`src/rtl/audio_serializer_if.sv`:
```
// audio_serializer_if: mixer-side sample handshake plus the I2S output pins.
interface audio_serializer_if #(parameter int WIDTH = 24);
  logic             enable;
  logic [WIDTH-1:0] sample_in;
  logic             sample_req;
  logic             bclk;
  logic             lrclk;
  logic             sdata;
  modport master(output enable, sample_in, input sample_req, bclk, lrclk, sdata);
  modport slave(input enable, sample_in, output sample_req, bclk, lrclk, sdata);
endinterface

```
`src/rtl/audio_serializer.sv`:
```
// audio_serializer: mono I2S transmitter, 32-bit slots, one sample latched per 64-BCLK frame.
module audio_serializer #(
  parameter int CLK_DIV = 4,
  parameter int WIDTH   = 24
) (
  input logic               clock,
  input logic               reset,
  audio_serializer_if.slave io
);
  localparam int DW = $clog2(CLK_DIV);
  typedef enum logic [1:0] {IDLE, RUN, DRAIN} state_t;
  state_t           state, state_n;
  logic [DW-1:0]    div;
  logic [5:0]       s;
  logic             bclk, req, tick, fall, wrap, latch;
  logic [WIDTH-1:0] sample;
  logic [31:0]      frame;
  always_ff @(posedge clock) state <= reset ? IDLE : state_n;
  always_comb begin
    state_n = state == IDLE ? (io.enable ? RUN : IDLE) :
              state == RUN  ? (io.enable ? RUN : DRAIN) :
              wrap          ? IDLE : (io.enable ? RUN : DRAIN);
  end
  // frame holds the slot image: bit 31 is the one-BCLK I2S delay, then MSB first.
  always_comb begin
    tick  = state != IDLE && div == DW'(CLK_DIV - 1);
    fall  = tick && bclk;
    wrap  = fall && s == 6'd63;
    latch = (state == IDLE && io.enable) || (state == RUN && wrap);
    frame = 32'(sample) << (31 - WIDTH);
  end
  always_ff @(posedge clock) begin
    if (reset || state == IDLE) begin
      div  <= '0;
      bclk <= 1'b0;
      s    <= '0;
    end else begin
      div  <= tick ? '0 : div + DW'(1);
      bclk <= bclk ^ tick;
      s    <= s + 6'(fall);
    end
    req <= !reset && latch;
    if (reset) sample <= '0;
    else if (latch) sample <= io.sample_in;
  end
  assign io.sample_req = req;
  assign io.bclk       = bclk;
  assign io.lrclk      = s[5];
  assign io.sdata      = frame[~s[4:0]];
endmodule

```
`src/flat_wrapper.sv`:
```
// flat-port wrapper written by rule: the top's interface ports become plain ports
module audio_serializer_flat 
#(
  parameter int CLK_DIV = 4,
  parameter int WIDTH   = 24
)
  (clock, reset, io_enable, io_sample_in, io_sample_req, io_bclk, io_lrclk, io_sdata);
  audio_serializer_if #(.WIDTH(WIDTH)) io_i ();
  input logic clock;
  input logic reset;
  input wire logic [$bits(io_i.enable)-1:0] io_enable;
  input wire logic [$bits(io_i.sample_in)-1:0] io_sample_in;
  output wire logic [$bits(io_i.sample_req)-1:0] io_sample_req;
  output wire logic [$bits(io_i.bclk)-1:0] io_bclk;
  output wire logic [$bits(io_i.lrclk)-1:0] io_lrclk;
  output wire logic [$bits(io_i.sdata)-1:0] io_sdata;
  assign io_i.enable = io_enable;
  assign io_i.sample_in = io_sample_in;
  assign io_sample_req = io_i.sample_req;
  assign io_bclk = io_i.bclk;
  assign io_lrclk = io_i.lrclk;
  assign io_sdata = io_i.sdata;
  audio_serializer #(.CLK_DIV(CLK_DIV), .WIDTH(WIDTH)) u_core (.clock(clock), .reset(reset), .io(io_i));
endmodule
```
`config.mk`:
```
export PLATFORM = sky130hd
export DESIGN_NAME = audio_serializer_flat
export DESIGN_NICKNAME = d
export VERILOG_FILES = /design/src/rtl/audio_serializer_if.sv /design/src/rtl/audio_serializer.sv /design/src/flat_wrapper.sv
export SDC_FILE = /design/constraint.sdc
export NUM_CORES = 1
export LEC_CHECK = 0
export BUFFER_PORTS_ARGS = -buffer_cell sky130_fd_sc_hd__clkbuf_2
export CAP_MARGIN = 20
export CORE_MARGIN = 2
export CORE_UTILIZATION = 55
export CTS_CLUSTER_SIZE = 14
export DETAILED_ROUTE_END_ITERATION = 8
export HOLD_SLACK_MARGIN = 0.1
export PLACE_DENSITY = 0.78
export SLEW_MARGIN = 20
export SYNTH_ARGS = -nofsm -noshare
export SYNTH_HDL_FRONTEND = slang
export SYNTH_SLANG_ARGS = --single-unit
export TNS_END_PERCENT = 50
```
`constraint.sdc`:
```
create_clock -name clock -period 1.9 [get_ports clock]
set_clock_uncertainty 0.15 [all_clocks]
set_input_delay 0.095 -clock clock [delete_from_list [all_inputs] [get_ports clock]]
set_output_delay 0.095 -clock clock [all_outputs]
set_load 0.005 [all_outputs]
```
# --- Word level (Yosys, flattened, before mapping) ---
# Cells that the tools add are included.
totals:
  ff_bits: 36
  in_bits: 27
  out_inout_bits: 4
classes:
  n_addsub: 2
  magnitude_cmp: 1
  eq_ne: 3
  muxes: 7
  bitwise_logic: 2
  reduce_logical: 12
op_table:
  columns: ["cell", "count"]
  rows:
  - ["$mux W2", 4]
  - ["$add A6 B1 Y6", 1]
  - ["$eq A6 B6 Y1 const B", 1]
  - ["$logic_and A1 B1 Y1", 6]
  - ["$lt A5 B6 Y1 const B", 1]
  - ["$bmux W1 S5", 1]
  - ["$not A5 Y5", 1]
  - ["$add A2 B1 Y2 const B", 1]
  - ["$eq A2 B1 Y1 const B", 1]
  - ["$eq A2 B2 Y1 const B", 1]
  - ["$logic_not A2 Y1", 1]
  - ["$logic_or A1 B1 Y1", 2]
  - ["$mux W1", 2]
  - ["$reduce_bool A2 Y1", 1]
  - ["$reduce_or A2 Y1", 1]
  - ["$logic_not A1 Y1", 1]
  - ["$xor A1 B1 Y1", 1]

# --- Depth between registers and ports, before layout ---
logic_depth:
  depth_word: 7
  ltp_mapped: 9
  ltp_nobuf: 8

# --- Worst setup path before layout ---
# Ideal clock, no wire load.
synth_path:
  kind: "reg-to-reg"
  from: "reg u_core.div[0]"
  to: "reg u_core.sample[0]"
  setup_time_ns: 0.072
  arrival_time_ns: 1.551
  required_time_ns: 1.678
  slack_ns: 0.128
  stages_incl_launch_ff: 10
  path_buffers: 2
  cell_sequence: "dfxtp_1 ha_1 o21a_1 ha_1 nand4_1 o22ai_1 and2b_1 buf_6 buf_12 mux2i_1"
synth_via:
  elab_chain_cells: 6
synth_lines:
  columns: ["item", "line_no", "text"]
  rows:
  - ["start: declaration", "audio_serializer.sv:13", "logic [DW-1:0] div;"]
  - ["start signal: assignment", "audio_serializer.sv:38", "div <= tick ? '0 : div + DW'(1);"]
  - ["$eq A2 B2 Y1", "audio_serializer.sv:26", "tick = state != IDLE && div == DW'(CLK_DIV - 1);"]
  - ["$logic_and A1 B1 Y1", "audio_serializer.sv:26", null]
  - ["$logic_and A1 B1 Y1", "audio_serializer.sv:27", "fall = tick && bclk;"]
  - ["$logic_and A1 B1 Y1", "audio_serializer.sv:28", "wrap = fall && s == 6'd63;"]
  - ["$logic_and A1 B1 Y1", "audio_serializer.sv:29", "latch = (state == IDLE && io.enable) || (state == RUN && wrap);"]
  - ["$logic_or A1 B1 Y1", "audio_serializer.sv:29", null]
  - ["end signal: assignment", "audio_serializer.sv:44", "else if (latch) sample <= io.sample_in;"]
  - ["end: declaration", "audio_serializer.sv:16", "logic [WIDTH-1:0] sample;"]
# No other way between the ends.
# A chain may end at the register's enable or synchronous reset.

# --- Final worst setup path ---
layout_path:
  from: "reg u_core.s[0]"
  to: "out io_sdata"
layout_via:
  elab_chain_cells: 3
layout_lines:
  columns: ["item", "line_no", "text"]
  rows:
  - ["start: declaration", "audio_serializer.sv:14", "logic [5:0] s;"]
  - ["start signal: assignment", "audio_serializer.sv:40", "s <= s + 6'(fall);"]
  - ["$not A5 Y5", "audio_serializer.sv:49", "assign io.sdata = frame[~s[4:0]];"]
  - ["$bmux W1 S5", "audio_serializer.sv:49", null]
  - ["$mux W1 (not written as such)", "audio_serializer.sv:49", null]
  - ["end: declaration", "flat_wrapper.sv:16", "output wire logic [$bits(io_i.sdata)-1:0] io_sdata;"]
# No other way between the ends. The select of a mux whose other input is x is not followed.

==> flow_summary.ini <==
[status]
outcome = finished with violations
failed_checks = setup timing

[route]
detail_route.first_pass.iterations = 4
drt_wl_total_um = 4400
route.detailed.drc = 0
overall_via_count_from_detail_route = 1501
avgRoutedWirePerCell_um = 15.28
vias_per_cell = 5.212
drtAntennaViolNets = 0
iter_0_drt_violations = 77

[place]
place.detailed.instances = 246
place.gp.congestion = 0.8451
portbufs = 30
dpl_cell_area_sq_mm = 0.001986
half_perimeter_wire_length_of_the_detailed_placement_result_um = 2423

[power]
finalPower_mw = 1.489
ir_worst_vdd_uv = 457.6
power_density_of_the_placed_cells_mw_per_mm2 = 601.7
power_leakage_nw = 1.027

[grt]
grt_max_degree = 30
number_of_antenna_violations_at_the_first_check_in_global_routing = 0
first_global_vias = 1444
global_route_wire_length_before_repair_um = 6251
global_route.usage.total_pct = 23.01
globalRouteOverflowTotal = 0

[flow_run]
drv.max_cap_violation_count = 0

[logic_synthesis]
synthMostInstantiatedCell = nand2b_1
postSynth.asyncResetShare_pct = 0
yosys-top-cells-area = dfxtp_1 40%, nand2b_1 17%, mux2i_1 14%
synth_cells = 178
netlist_top_cells_count = 49 x nand2b_1, 36 x dfxtp_1, 26 x mux2i_1
synth_area_per_cell_sq_um = 10.23
yosys_warnings = 0
mappedNetlistNets = 209
synth-seq-area-share_pct = 39.56
yosys.area.top_type = dfxtp_1
synth_top_area_share_pct = 39.56
yosys.cell_types.count = 33
syn-cell-area_sq_mm = 0.001822
post_synthesis_register_bit_count = 36
synth_enable_flop_cells = 0
synth-main-ff-cell = dfxtp_1

[floorplanning]
core-area_sq_mm = 0.003103
io_pins = 31
dieWidth_um = 61.55
rows = 20
floorplan.initialDensity_pct = 58.71
die_outline_height_um = 61.55
die_area_sq_mm = 0.003788

[hold_path]
hp-start = u_core.div[0]$_SDFF_PP0_
hp-class = register to register

[cells_and_area]
share_of_cells_above_drive_strength_1_pct = 27.46
final_nets = 274
stdcell_area_sq_mm = 0.002475
syn2layout_area_growth_pct = 35.85
fin_cells = 288
n_antenna_cell = 0

[clock_tree]
cts-buffers-inserted = 5
cts_tree = yes
clkTransAtPathRegs_ns = 0.10
htree_num_levels = 2
cts_num_sinks = 36
clock_insertion_delay_worst_skew_ns = 0.35
clock_tree.root_cell = clkbuf_4
ctsLongestPathBuffers = 2

[timing]
post-route-period-util_pct = 111.5
setup-violations-final = 16
maxSlewHeadroom_pct = 49.58
worst_slew_pin_slew_ns = 0.7548
grt_setup_unrepaired = yes
min_clock_period_post_route_ns = 2.118
worst_hold_slack_ns = 0.3074
postLayoutSetupSlackWorst_ns = -0.2182
timing_hold_violations_final = 0
max_clock_freq_mhz = 472.1
slew_violations = 0

[critical_path]
worstSetupPathType = register to primary output
data_arrival_critical_path_ns = 1.87
crit_path_launch = u_core.s[0]$_SDFF_PP0_
reg2reg_from = u_core.div[0]$_SDFF_PP0_
critical_path.startpoint_type = register
setup.worst_path.end_class = primary output
crit_path_max_fanout = 6
worstPathRequired_ns = 1.65
-- stage by stage --
stage / utilization (%) / TNS [ns] / setup slack (ns)
after floorplan: - / 0 / 0.1278
after global placement: 63.99 / 0 / 0.07589
after detailed placement: 63.99 / -0.9994 / -0.09544
after CTS: 75.81 / -0.2978 / -0.1585
after global routing: 79.76 / -3.002 / -0.2943
final: 79.76 / -0.5751 / -0.2182
-- worst max-delay path: stages, from the launching register on --
cell      delay (ns)
dfxtp_4         0.40
buf_6           0.14
buf_6           0.12
and3b_1         0.20
a221oi_2        0.24
o311a_1         0.23
a31oi_1         0.05
buf_2           0.14
-- registers in the layout (all words and copies together) (netlist names) --
name,flops
u_core.s,6
u_core.io.bclk,1
u_core.sample,24
u_core.state,2
u_core.io.sample_req,1
u_core.div,2
-- final timing paths --
check	endpoint	slack (ns)	depth (start not counted)
min	u_core.div[0]$_SDFF_PP0_	0.31	1
min reg2reg	u_core.div[0]$_SDFF_PP0_	0.31	1
max	io_sdata	-0.22	7
max reg2reg	u_core.sample[13]$_SDFFE_PP0P_	-0.06	8
-- kinds of logic (layout without fill, tap and decap cells) --
kind of cell,Yosys count,count (layout),share of synthesized area (%)
AOI/OAI and AO/OA,9,9,3.710
adders and majority gates,4,4,2.747
muxes,32,32,20.05
and+or+nand+nor,77,77,25.07
xor gates and xnor gates,4,4,1.923
DFF,36,36,39.56
buffers and inverters,16,82,6.937
-- layout make-up --
cell class,instances,area (sq um)
well taps,44,55.05
inverters,4,15.01
repair buffers,70,598.1
multi-input cells,126,1020
fillers,202,628.1
clock buffers,8,58.81
flip-flops and latches,36,728.2
-- placed cells by master (no fill, tap or decap), drive strengths merged --
| master | instances |
|---|---|
| a21oi | 1 |
| a221oi | 2 |
| a31oi | 1 |
| and2b | 1 |
| and3 | 1 |
| and3b | 1 |
| buf | 13 |
| clkbuf | 39 |
| dfxtp | 36 |
| dlygate4sd3 | 26 |
| ha | 4 |
| inv | 4 |
| mux2 | 3 |
| mux2i | 26 |
| mux4 | 3 |
| nand2 | 1 |
| nand2b | 49 |
| nand3 | 3 |
| nand3b | 1 |
| nand4 | 3 |
| nor2 | 9 |
| nor2b | 3 |
| nor3 | 3 |
| nor3b | 2 |
| o211ai | 1 |
| o21a | 1 |
| o21bai | 1 |
| o22ai | 1 |
| o311a | 1 |
| xnor2 | 2 |
| xor2 | 2 |
-- what timing repair did --
item,in CTS,in global routing
gates cloned,1,2
hold buffers,26,0
endpoints found under the hold margin,26,0
resized for setup,11,14
setup buffers,2,4
endpoints found under the setup margin,25,27
pin swaps,1,2
-- routing by layer --
| layer | wire [um] | vias up | global-route usage [%] |
|---|---|---|---|
| met3 | 183 | 8 | 7.143 |
| met4 | 85 | 0 | 8.207 |
| met5 | 0 | - | 0 |
| li1 | - | 737 | - |
| met2 | 2311 | 41 | 40.45 |
| met1 | 1819 | 715 | 26.17 |
-- power by group --
part / total (mW) / internal (mW) / switching (mW)
Sequential: 0.814 / 0.792 / 0.0224
Combinational: 0.241 / 0.152 / 0.0887
Clock: 0.434 / 0.182 / 0.251
No activity file was read; power rests on OpenSTA's default activity.
